### config.mk
export PLATFORM = sky130hd
export DESIGN_NAME = motor_speed_ramp
export DESIGN_NICKNAME = d
export VERILOG_FILES = /design/src/rtl/motor_speed_ramp.sv
export SDC_FILE = /design/constraint.sdc
export NUM_CORES = 1
export LEC_CHECK = 0
export BUFFER_PORTS_ARGS = -buffer_cell sky130_fd_sc_hd__buf_4
export CAP_MARGIN = 25
export CORE_UTILIZATION = 60
export CTS_BUF_LIST = sky130_fd_sc_hd__clkbuf_4
export DETAILED_ROUTE_END_ITERATION = 6
export GPL_TIMING_DRIVEN = 0
export PLACE_DENSITY = 0.84
export SYNTH_ARGS = -nofsm -noshare
export SYNTH_HDL_FRONTEND = slang
export SYNTH_SLANG_ARGS = --single-unit
### constraint.sdc
create_clock -name Clk_i -period 2.8 [get_ports Clk_i]
set_input_delay 0.7 -clock Clk_i [delete_from_list [all_inputs] [get_ports Clk_i]]
set_output_delay 0.7 -clock Clk_i [all_outputs]
set_load 0.02 [all_outputs]
### src/rtl/motor_speed_ramp.sv
// Soft-start/soft-stop sequencer feeding the PWM duty selector: walks Sel_o one step per dwell
// toward the target; a direction change ramps to zero, waits a dead time, then flips Dir_o.
module motor_speed_ramp #(
    parameter int SEL_W        = 3,
    parameter int DWELL_CYCLES = 50000,
    parameter int DWELL_W      = 16
) (
    input  logic             Clk_i,
    input  logic             Reset_i,
    input  logic [SEL_W-1:0] Target_sel_i,
    input  logic             Dir_cmd_i,
    input  logic             Cmd_valid_i,
    output logic             Cmd_ready_o,
    input  logic             Stop_i,
    output logic [SEL_W-1:0] Sel_o,
    output logic             Dir_o,
    output logic             Busy_o,
    output logic             Step_o
);

    typedef enum logic [1:0] {IDLE, RAMP_UP, RAMP_DOWN, FLIP} state_t;

    localparam logic [DWELL_W-1:0] DWELL_LAST = DWELL_W'(DWELL_CYCLES - 1);

    state_t             state_q, state_d;
    logic [DWELL_W-1:0] cnt_q, cnt_d;
    logic [SEL_W-1:0]   target_q, target_d;
    logic [SEL_W-1:0]   sel_q, sel_d;
    logic               flip_q, flip_d;
    logic               dir_q, dir_d;
    logic               busy_q, busy_d;
    logic               step_q, step_d;

    logic               dwell_done;
    logic               accept;
    logic [SEL_W-1:0]   goal;
    logic [SEL_W-1:0]   sel_inc;
    logic [SEL_W-1:0]   sel_dec;

    assign dwell_done = (cnt_q == DWELL_LAST);
    assign accept     = Cmd_valid_i && (state_q == IDLE) && !Stop_i;
    // A reversal ramps down to zero first, whatever the latched target is.
    assign goal       = flip_q ? '0 : target_q;
    assign sel_inc    = sel_q + SEL_W'(1);
    assign sel_dec    = sel_q - SEL_W'(1);

    always_ff @(posedge Clk_i) begin
        if (Reset_i) begin
            state_q  <= IDLE;
            cnt_q    <= '0;
            target_q <= '0;
            sel_q    <= '0;
            flip_q   <= 1'b0;
            dir_q    <= 1'b1;
            busy_q   <= 1'b0;
            step_q   <= 1'b0;
        end else begin
            state_q  <= state_d;
            cnt_q    <= cnt_d;
            target_q <= target_d;
            sel_q    <= sel_d;
            flip_q   <= flip_d;
            dir_q    <= dir_d;
            busy_q   <= busy_d;
            step_q   <= step_d;
        end
    end

    always_comb begin
        state_d  = state_q;
        cnt_d    = cnt_q;
        target_d = target_q;
        sel_d    = sel_q;
        flip_d   = flip_q;
        dir_d    = dir_q;
        step_d   = 1'b0;
        if (Stop_i) begin
            state_d = IDLE;
            sel_d   = '0;
            cnt_d   = '0;
            flip_d  = 1'b0;
        end else begin
            unique case (state_q)
                IDLE: begin
                    cnt_d = '0;
                    if (accept) begin
                        target_d = Target_sel_i;
                        if (Dir_cmd_i != dir_q) begin
                            if (sel_q != '0) begin
                                state_d = RAMP_DOWN;
                                flip_d  = 1'b1;
                            end else begin
                                state_d = FLIP;
                            end
                        end else if (Target_sel_i > sel_q) begin
                            state_d = RAMP_UP;
                        end else if (Target_sel_i < sel_q) begin
                            state_d = RAMP_DOWN;
                        end
                    end
                end
                RAMP_UP: begin
                    cnt_d = cnt_q + DWELL_W'(1);
                    if (dwell_done) begin
                        cnt_d  = '0;
                        sel_d  = sel_inc;
                        step_d = 1'b1;
                        if (sel_inc == target_q) state_d = IDLE;
                    end
                end
                RAMP_DOWN: begin
                    cnt_d = cnt_q + DWELL_W'(1);
                    if (dwell_done) begin
                        cnt_d  = '0;
                        sel_d  = sel_dec;
                        step_d = 1'b1;
                        if (sel_dec == goal) state_d = flip_q ? FLIP : IDLE;
                    end
                end
                FLIP: begin
                    cnt_d = cnt_q + DWELL_W'(1);
                    if (dwell_done) begin
                        cnt_d   = '0;
                        dir_d   = ~dir_q;
                        flip_d  = 1'b0;
                        step_d  = 1'b1;
                        state_d = (target_q != '0) ? RAMP_UP : IDLE;
                    end
                end
                default: state_d = IDLE;
            endcase
        end
        busy_d = (state_d != IDLE);
    end

    always_comb begin
        Cmd_ready_o = (state_q == IDLE);
        Sel_o       = sel_q;
        Dir_o       = dir_q;
        Busy_o      = busy_q;
        Step_o      = step_q;
    end

endmodule

[After elaboration in Yosys (flattened, before gate mapping)]
Index checks and enable logic that the tools add are counted.
Storage, ports and cells
  logic and storage cells: 71
  bits of input ports: 8
  output and inout port bits: 7
  flip-flop bits (word level): 28
Operators by class
  reduce and logical (&&, ||, !) cells: 16
  $add $sub $neg: 3
  order comparisons: 2
  bitwise logic cells: 3
  multiplexer cells: 26
  equality and inequality tests: 13
Operators with widths (number)
  one-hot mux 16 bit (2 select lines): 1
  two-way mux 2 bit: 11
  adder 16 x 1 -> 16 bit (second input constant): 1
  equality test 16 bit (second input constant): 1
  two-way mux 16 bit: 1
  two-way mux 3 bit: 3
  AND reduction 3 bit: 3
  one-hot mux 2 bit (4 select lines): 1
  two-way mux 1 bit: 7
  equality test 3 bit: 2
  inequality test 2 x 1 -> 1 bit (second input constant): 3
  inequality test 2 bit (second input constant): 3
  one-hot mux 3 bit (2 select lines): 1
  nonzero test 2 bit: 3
  nonzero test 3 bit: 2
  OR reduction 3 bit: 2
  AND reduction 5 bit: 1
  equality test 2 bit (second input constant): 2
  adder 3 x 1 -> 3 bit (second input constant): 1
  greater-than comparator 3 bit: 1
  < comparator 3 bit: 1
  inverter 1 bit: 3
  subtractor 3 x 1 -> 3 bit (second input constant): 1
  equality test 2 x 1 -> 1 bit (second input constant): 1
  other kinds (6): 7

[Logic depth before layout (Yosys ltp)]
Gate-level depths: netlist of run 1.
  word-level depth: 8
  gate-level depth with buffers: 9
  mapped depth without buffers: 8

[Worst setup path after synthesis of run 1]
Ideal clock, no wire load.
  path kind: reg2reg
  from: reg sel_q[0], in the netlist Sel_o[0]
  to: reg state_q[1]
  data required time: 2.685 ns
  period minus slack after synthesis: 2.082 ns
  path slack: 0.718 ns
  library setup time: 0.115 ns
  arrival time: 1.967 ns
  buffers on the path: 0
  stages on the path, launching flop included: 8
  path through: dfxtp_1 -> inv_1 -> ha_1 -> xor2_2 -> nand2b_1 -> o41ai_1 -> nand4_1 -> and2_1
On the way
  cells in the longest elaborated chain, start to end: 7
  elaborated cells between the ends (all ways): 16
  classes of those cells: add/sub: 2; order compare: 2; eq/ne: 2; mux: 10
Ends and longest elaborated chain
  from (decl): line 28  | logic [SEL_W-1:0] sel_q, sel_d;
  from (signal assigned): line 61  | sel_q <= sel_d;
  < comparator 3 bit: line 97  | end else if (Target_sel_i < sel_q) begin
  two-way mux 2 bit: line 97
  two-way mux 2 bit: line 95  | end else if (Target_sel_i > sel_q) begin
  two-way mux 2 bit: line 88  | if (Dir_cmd_i != dir_q) begin
  two-way mux 2 bit: line 86  | if (accept) begin
  one-hot mux 2 bit (4 select lines) *: line 83  | unique case (state_q)
  two-way mux 2 bit *: line 77  | if (Stop_i) begin
  to (signal assigned): line 58  | state_q <= state_d;
  to (decl): line 25  | state_t state_q, state_d;
Mark *: on every way between the ends. The rest lies on a longest branch, timed or not.
A chain may end at the register's enable or synchronous reset.

[Worst setup path in the final report of run 1]
  from: reg sel_q[0], in the netlist Sel_o[0]
  to: reg busy_q, in the netlist Busy_o
On the way
  cells in the longest elaborated chain, start to end: 8
  elaborated cells between the ends (all ways): 19
  classes of those cells: add/sub: 2; order compare: 2; eq/ne: 2; mux: 11; reduce/logical: 2
Ends and longest elaborated chain
  < comparator 3 bit: line 97
  two-way mux 2 bit: line 97
  two-way mux 2 bit: line 95
  two-way mux 2 bit: line 88
  two-way mux 2 bit: line 86
  one-hot mux 2 bit (4 select lines) *: line 83
  two-way mux 2 bit *: line 77
  nonzero test 2 bit *: line 133  | busy_d = (state_d != IDLE);
  to (signal assigned): line 64  | busy_q <= busy_d;
  to (decl): line 31  | logic busy_q, busy_d;
Marks and branches as above.

==> implementation parameters, run 1 <==
Parameter                              Value

Yosys
  Flip-flop and latch count after synthesis    28
  Netlist cell types    40
  Most instantiated flip-flop cell in the synthesis netlist    dfxtp_1
  Summed instance area of the synthesized netlist    approximately 1600 µm²
  Net count of the mapped netlist    201
  Share of flip-flops with an asynchronous set or reset    0%
  Synth Instances    182
  Number of flops mapped to enable cells by yosys    0
  Count of yosys warnings during synthesis    0
  Sequential fraction of the synthesis area    around 35%
  Mean Syn Cell Area    roughly 8.7 µm²

Global routing
  Sum of overflow across all layers after global routing    0
  Vias in the first global route    around 1.3k
  Number of antenna violations at the first check in global routing    0
  Largest net degree at the start of global routing    15
  Global-route wire length before repair    between 5000 and 6000 µm
  GRT Util Overall    a little over a quarter

Floorplanning
  Die Y    53.32 µm
  Num ports    15
  Starting Density    a little under two thirds
  Area of the die    around 2800 µm²
  Horizontal die dimension    about 53 µm
  Placement Rows    18
  Standard cell core area    approximately 2500 µm²

Timing
  Max-Slew Margin vs Limit    between 50% and 60%
  Highest clock rate    421.0 MHz
  Final TNS setup    0 ns
  Final setup vio count    0
  Max-slew violation total from the final report    0
  Worst Clk Skew    approximately 0.0066 ns
  Clock period minus final worst setup slack    ~2.4 ns
  Count of endpoints failing hold in the final timing report    0
  PnR worst setup slack    0.4248 ns
  Measured slew at the worst slew-check pin    around 0.67 ns
  Setup repair after global routing missed its margin    false
  Ratio of final minimum period to clock period    between 80% and 90%
  Hold slack final    between 0.4 and 0.5 ns

Worst setup path
  CP Capture Type    flip-flop
  Reg2reg end    Busy_o
  Start point of the critical path    Sel_o[0]
  R2R Path Start    Sel_o[0]
  Required time of the worst setup path    3.02 ns
  Largest fanout on the critical path    8
  CP bufs+invs    1
  Worst R2R Setup Slack    ~0.42 ns
  Category of the most critical setup path    reg -> reg
  Critical Path Stages    7
  Capture point of the worst path    Busy_o
  Data arrival at the endpoint of the critical path    ~2.6 ns
  Crit path cell chain    inv_1, ha_1, xor2_2, o41ai_1, a211oi_1, o21ai_1, nand2_1
  Worst path top cell family by delay    compound AO/OA/AOI/OAI gates
  Largest stage delay on the critical path    approximately 0.66 ns
  Crit-path slowest cell    o41ai_1
  Startpoint kind of the worst setup timing path    flip-flop
  Worst reg2reg path depth    7

Clocking
  Post-CTS Setup Bufs    0
  Post-CTS sizing    0
  Clock Pin Slew Worst Setup and Hold Paths    around 0.14 ns
  Clk Latency, worst-skew pair    approximately 0.32 ns
  Count of hold-fix buffers inserted at cts    0
  Number of buffers inserted during clock tree synthesis    3
  Number of clock sinks    28
  Max clock buf depth    2
  Maximum level of the CTS H-tree    1
  Buffer type at the clock tree root    clkbuf_4
  Clock tree from TritonCTS    built

Detailed routing
  Number of DRC markers after the initial detailed-route iteration    18
  Post-DRT Antenna Nets    0
  DR vias    about 1.3k
  Number of iterations in the first detailed-routing pass    4
  Number of remaining DRC errors    0
  Post-DR wirelength/cell    approximately 14 µm
  Vias per inst    ~5.8
  Routed wire length    approximately 3300 µm

Job
  Number of maximum-capacitance constraint violations    0

Final layout
  Ant diodes    0
  Layout Area Growth over Synthesis    10.45%
  Share of the core filled with cells in the final layout    roughly 70%
  Cell Count, Final, Fillers Out    ~230
  Area taken by flip-flops and latches    between 500 and 600 µm²
  Total Nets Final    220
  Post-layout instance area    approximately 1700 µm²
  Layout cell share with drive strength beyond 1    between 10% and 20%
  Filler instances    220
  Area occupied by multi-input gates    between 900 and 1000 µm²

Pwr
  Pwr/cell area    378.2 nW/µm²
  Overall Power    between 600 and 700 µW
  Peak supply drop    ~0.43 mV
  Standby leakage power    0.6743 nW

Min path
  Class of the worst hold path    reg -> reg

Place
  Number of input and output port buffers inserted    14
  Placed insts    226
  Dpl cell area    approximately 1700 µm²
  Pre-CTS setup slack    0.4998 ns
  Placer's final routability congestion estimate    0.9057
  Half-perimeter wire length after detailed placement    between 2000 and 3000 µm

Run status
  Status    finished clean
## worst min-delay path by stage
stage                     cells after the start     start        to
after floorplan                               1  cnt_q[0]  cnt_q[0]
after global placement                        1  cnt_q[0]  cnt_q[0]
after detailed placement                      1  cnt_q[0]  cnt_q[0]
after CTS                                     1  cnt_q[0]  cnt_q[0]
after global routing                          1  cnt_q[0]  cnt_q[0]
final                                         1  cnt_q[0]  cnt_q[0]
## logic make-up (layout without fill, tap and decap cells)
group                      Yosys count  in the layout  share of synthesized area [%]
and+or+nand+nor                     84             84                          29.37
DFF                                 28             28                          35.47
AOI/OAI and AO/OA                   25             25                          9.897
xor gates and xnor gates            22             22                          12.67
adders and majority gates           11             11                          8.709
buffers and inverters               10             27                          2.612
muxes                                2              2                          1.267
## per-layer routing
layer / global-route usage, % / vias up / wire length, µm
met3: 4.598 / 11 / 75
met5: 0 / - / 0
met4: 12.72 / 0 / 77
met1: 29.07 / 625 / 1470
li1: - / 665 / -
met2: 46.88 / 17 / 1682
## layout by cell type (no fill, tap or decap), types with 2 or more instances in the layout
cell type	Yosys	layout
inv_1	6	6
clkbuf_4	0	3
clkbuf_2	2	2
xor2_1	12	12
nand3b_1	4	4
nor2_1	30	30
nand4_1	4	4
nand3_1	6	6
dfxtp_1	28	28
nand2_1	13	13
xnor2_1	9	9
and3_2	2	2
o41ai_1	2	2
a211oi_1	2	2
o21ai_0	6	6
nor3b_1	2	2
and4_1	3	3
or2_2	2	2
and3_1	2	2
and4bb_1	2	2
a21oi_1	9	9
ha_1	11	11
mux2i_1	2	2
nor3_1	3	3
buf_4	0	14
nand2b_1	4	4
## synthesized netlist by cell type (3+ instances only)
cell      instances  share of area [%]
nor2_1           30                7.1
dfxtp_1          28                 35
nand2_1          13                3.1
xor2_1           12                6.7
ha_1             11                8.7
a21oi_1           9                2.9
xnor2_1           9                5.0
inv_1             6                1.4
nand3_1           6                1.9
o21ai_0           6                1.9
nand2b_1          4                1.6
nand3b_1          4                1.9
nand4_1           4                1.6
and4_1            3                1.7
nor3_1            3               0.95
## cell type report
| cell class | count | share of cell area, % |
|---|---|---|
| repair buffers | 14 | 6.022 |
| flip-flops and latches | 28 | 32.11 |
| plain buffers | 4 | 1.075 |
| clock buffers | 3 | 1.290 |
| inverters | 6 | 1.290 |
| multi-input cells | 144 | 56.06 |
| well taps | 30 | 2.151 |
## where the power goes
| part | switching (mW) | leakage [nW] | internal [mW] |
|---|---|---|---|
| sequential | 0.00758 | 0.226 | 0.406 |
| clock | 0.113 | 0.0138 | 0.0504 |
| combinational | 0.0472 | 0.434 | 0.0361 |
| total | 0.167 | 0.674 | 0.493 |
## flip-flops by register name, indices dropped and copies added (netlist names)
register and flops:
Dir_o 1, Step_o 1, Sel_o 3, Busy_o 1, cnt_q 16, target_q 3, flip_q 1, state_q 2
Note: power is estimated with default switching activity, not from simulation.
==> run 2, diff against run 1 <==
Clock period 2.8 ns to 2.5 ns, I/O delays scaled along.
==> implementation parameters, run 2 (synthesis results as in run 1) <==
Parameter                              Value

Timing
  Highest clock rate    ~450 MHz
  Final TNS setup    0 ns
  Worst Clk Skew    about 0.0035 ns
  Measured slew at the worst slew-check pin    ~0.42 ns
  Final setup vio count    0
  Count of endpoints failing hold in the final timing report    0
  Max-Slew Margin vs Limit    between 70 and 80%
  Max-slew violation total from the final report    0
  Ratio of final minimum period to clock period    slightly below 90%
  Setup repair after global routing missed its margin    false
  Clock period minus final worst setup slack    between 2 and 2.5 ns
  PnR worst setup slack    between 0.2 and 0.3 ns

Clocking
  Clock tree from TritonCTS    built
  Maximum level of the CTS H-tree    1
  Max clock buf depth    2
  Number of buffers inserted during clock tree synthesis    3
  Post-CTS Setup Bufs    0
  Buffer type at the clock tree root    clkbuf_4
  Clock Pin Slew Worst Setup and Hold Paths    0.14 ns
  Number of clock sinks    28
  Count of hold-fix buffers inserted at cts    0
  Clk Latency, worst-skew pair    0.32 ns

Global routing
  GRT Util Overall    a little over a quarter
  Routing layer with the top usage in global route    met2
  Sum of overflow across all layers after global routing    0
  Number of antenna violations at the first check in global routing    0
  Largest net degree at the start of global routing    15
  Met1 global-route usage    just under 30%
  Met3 layer usage reported by global route    4.598%
  Global-route wire length before repair    between 5000 and 6000 µm
  Global Route met2 Usage    between 40 and 50%
  Vias in the first global route    1271

Run status
  Status    finished clean

Worst setup path
  Required time of the worst setup path    2.77 ns
  CP Capture Type    flip-flop
  Crit-path slowest cell    dfxtp_1
  CP bufs+invs    2
  Data arrival at the endpoint of the critical path    around 2.5 ns
  Largest stage delay on the critical path    around 0.49 ns
  Largest fanout on the critical path    7
  Category of the most critical setup path    reg -> reg
  Crit path cell chain    inv_1, ha_1, clkbuf_2, nand3b_1, nor2_1, o211a_1, a2111oi_1, o21ai_1, nand2_1
  Startpoint kind of the worst setup timing path    flip-flop
  Worst path top cell family by delay    compound AO/OA/AOI/OAI gates

Floorplanning
  Starting Density    between 60% and 70%
  Num ports    15
  Die Y    53.32 µm
  Standard cell core area    ~2500 µm²
  Area of the die    around 2800 µm²
  Placement Rows    18
  Horizontal die dimension    roughly 53 µm

Final layout
  Layout Area Growth over Synthesis    11.40%
  Post-layout instance area    ~1800 µm²
  Commonest cells after routing, fill and taps aside    nor2_1, dfxtp_1, buf_4, nand2_1, xor2_1
  Layout cell share with drive strength beyond 1    15.08%
  Register ranked first by flip-flop count    cnt_q
  Share of the core filled with cells in the final layout    between 70 and 80%
  Total Nets Final    220
  Ant diodes    0
  Most common cell after layout, fill and taps aside    nor2_1
  Number of flip-flops under the largest register name    16

Detailed routing
  Number of iterations in the first detailed-routing pass    4
  Post-DRT Antenna Nets    0
  Vias per inst    just under 6
  Routed wire length    around 3400 µm
  DR vias    1333
  Post-DR wirelength/cell    roughly 15 µm
  Number of DRC markers after the initial detailed-route iteration    31
  Number of remaining DRC errors    0

Pwr
  Switching portion of total power    approximately a quarter
  Overall Power    between 700 and 800 µW
  Standby leakage power    just under 0.7 nW
  Gate power share    between 10% and 20%
  Pwr/cell area    about 420 nW/µm²
  P_sw    between 150 and 200 µW
  Clock share of power    between 20% and 30%
  Share of power burned in registers    a little over three fifths
  Peak supply drop    approximately 0.48 mV
  Pint    552.9 µW

Place
  Placer's final routability congestion estimate    ~0.9
  Number of input and output port buffers inserted    14
  Half-perimeter wire length after detailed placement    around 2500 µm
  Pre-CTS setup slack    about 0.2 ns
  Dpl cell area    roughly 1700 µm²

Min path
  Class of the worst hold path    reg -> reg

Job
  Number of maximum-capacitance constraint violations    0
run 2: path summary, 6_finish.rpt:
| check | from | endpoint | slack, ns | depth (start not counted) |
|---|---|---|---|---|
| min reg2reg | cnt_q[0] | cnt_q[0] | 0.48 | 1 |
| max reg2reg | state_q[0] | Busy_o | 0.29 | 9 |
| max | state_q[0] | Busy_o | 0.29 | 9 |
| min | cnt_q[0] | cnt_q[0] | 0.48 | 1 |
run 2: area by class of cell:
type | instances | area (µm²)
Buffer | 4 | 18.77
Sequential cell | 28 | 560.5
Inverter | 6 | 22.52
Timing Repair Buffer | 14 | 105.1
Clock buffer | 3 | 22.52
Multi-Input combinational cell | 144 | 993.5
Tap cell | 30 | 37.54
Fill cell | 219 | 716.9
run 2: power groups by stage:
stage	registers, mW	clock network, mW	logic, mW
6_report	0.464	0.182	0.0964
5_1_grt	0.465	0.201	0.108
4_1_cts	0.463	0.187	0.0935
3_5_place_dp	0.473	0	0.0928
3_3_place_gp	0.473	0	0.0903
2_1_floorplan	0.474	0	0.0600
run 2: routing by layer:
layer  vias up  part of all wire, %
li1        663                    -
met1       635                   43
met2        27                   52
met3         8                  3.1
met4         0                  1.8
met5         -                    0
run 2: what timing repair did:
action	4_1_cts	5_1_grt
setup endpoints to repair	0	2
resized for setup	0	2
hold endpoints to repair	0	0
run 2: per-stage QoR:
stage,instances,hold slack (ns)
6_report,229,0.4835
5_1_grt,229,0.4807
4_1_cts,229,0.4804
3_5_place_dp,226,0.4540
3_3_place_gp,226,0.4397
2_1_floorplan,182,0.4261
==> run 3, diff against run 2 <==
Clock period 2.5 ns to 2.4 ns, I/O delays scaled along.
==> implementation parameters, run 3 (synthesis results as in run 1) <==
Parameter                              Value

Global routing
  Global Route met2 Usage    between 40% and 50%
  Met3 layer usage reported by global route    between 4 and 5%
  GRT Util Overall    between 20% and 30%
  Number of antenna violations at the first check in global routing    0
  Vias in the first global route    between 1k and 1.5k
  Global-route wire length before repair    about 5400 µm
  Met1 global-route usage    between 20% and 30%
  Routing layer with the top usage in global route    met2
  Largest net degree at the start of global routing    15
  Sum of overflow across all layers after global routing    0

Pwr
  Pwr/cell area    between 400 and 500 nW/µm²
  Peak supply drop    about 0.5 mV
  Overall Power    around 770 µW
  Standby leakage power    roughly 0.68 nW

Job
  Number of maximum-capacitance constraint violations    0

Detailed routing
  Number of remaining DRC errors    0
  Post-DR wirelength/cell    ~15 µm
  Routed wire length    3383 µm
  DR vias    ~1.3k
  Number of iterations in the first detailed-routing pass    4
  Vias per inst    slightly below 6
  Post-DRT Antenna Nets    0
  Number of DRC markers after the initial detailed-route iteration    31

Final layout
  Cell Count, Final, Fillers Out    229
  Commonest cells after routing, fill and taps aside    nor2_1, dfxtp_1, buf_4, nand2_1, xor2_1
  Share of the core filled with cells in the final layout    71.06%
  Number of flip-flops under the largest register name    16
  Register ranked first by flip-flop count    cnt_q
  Total Nets Final    220
  Layout cell share with drive strength beyond 1    between 15 and 20%
  Ant diodes    0
  Layout Area Growth over Synthesis    11.40%
  Most common cell after layout, fill and taps aside    nor2_1

Place
  Number of input and output port buffers inserted    14
  Half-perimeter wire length after detailed placement    about 2500 µm
  Placer's final routability congestion estimate    a little over 0.9
  Placed insts    between 200 and 250

Run status
  Status    finished clean

Clocking
  Count of hold-fix buffers inserted at cts    0
  Max clock buf depth    2
  Clk Latency, worst-skew pair    approximately 0.32 ns
  Maximum level of the CTS H-tree    1
  Buffer type at the clock tree root    clkbuf_4
  Number of clock sinks    28
  Clock tree from TritonCTS    built
  Clock Pin Slew Worst Setup and Hold Paths    approximately 0.14 ns
  Number of buffers inserted during clock tree synthesis    3

Timing
  Final TNS setup    0 ns
  Final setup vio count    0
  Count of endpoints failing hold in the final timing report    0
  Highest clock rate    ~450 MHz
  Max-slew violation total from the final report    0
  Measured slew at the worst slew-check pin    between 0.4 and 0.5 ns
  Setup repair after global routing missed its margin    false
  Worst Clk Skew    approximately 0.0043 ns
  Ratio of final minimum period to clock period    approximately nine tenths
  Clock period minus final worst setup slack    about 2.2 ns
  Max-Slew Margin vs Limit    a little under three quarters

Floorplanning
  Area of the die    approximately 2800 µm²
  Placement Rows    18
  Die Y    approximately 53 µm
  Num ports    15
  Standard cell core area    approximately 2500 µm²
  Horizontal die dimension    ~53 µm
  Starting Density    63.79%

Worst setup path
  Startpoint kind of the worst setup timing path    flip-flop
  Crit path cell chain    inv_1, ha_1, clkbuf_2, nand3b_1, nor2_1, o211a_1, a2111oi_1, o21ai_1, nand2_1
  Crit-path slowest cell    dfxtp_1
  Worst path top cell family by delay    compound AO/OA/AOI/OAI gates
  Required time of the worst setup path    around 2.7 ns
  Largest fanout on the critical path    7
  CP Capture Type    flip-flop
  Start point of the critical path    state_q[0]
  Largest stage delay on the critical path    0.49 ns
  CP bufs+invs    2
  Data arrival at the endpoint of the critical path    2.47 ns
  R2R Path Start    state_q[0]
  Category of the most critical setup path    reg -> reg

Min path
  Class of the worst hold path    in -> reg
  Startpoint of the most critical hold path    Reset_i
[run 3: cell counts in the layout (fill, tap and decap cells not counted)]
No cell type changed its count.
[run 3: cell type report]
cell class	count	area (µm²)
inverters	6	22.52
clock buffers	3	22.52
fillers	219	716.9
well taps	30	37.54
flip-flops and latches	28	560.5
repair buffers	14	105.1
multi-input cells	144	993.5
plain buffers	4	18.77
[run 3: worst paths after layout]
check,to,slack [ns],cells after the start
setup / recovery,Busy_o,0.20,9
setup reg to reg,Busy_o,0.20,9
hold / removal,target_q[2],0.47,2
hold reg to reg,cnt_q[0],0.48,1
[run 3: layer usage]
layer	vias to the layer above	wire, µm
met2	33	1760
li1	664	-
met5	-	0
met3	8	116
met4	0	60
met1	626	1446
[run 3: what timing repair did]
action                                 in CTS  in global routing
gates resized for setup                     0                  2
buffers inserted                            0                  0
endpoints found under the hold margin       0                  0
setup endpoints to repair                   0                  2
[run 3: power breakdown]
part           internal (mW)  total [mW]  switching, mW
Combinational         0.0433       0.100         0.0571
Clock                 0.0588       0.190          0.131
Sequential             0.474       0.483        0.00915
Total                  0.576       0.773          0.197
[run 3: metrics by stage]
stage	hold slack [ns]	cell area [µm²]	worst slack [ns]
2_1_floorplan	0.4261	1580	0.3181
3_3_place_gp	0.4397	1723	0.1576
3_5_place_dp	0.4540	1723	0.09983
4_1_cts	0.4554	1745	0.06037
5_1_grt	0.4557	1760	0.005722
6_report	0.4680	1760	0.1993
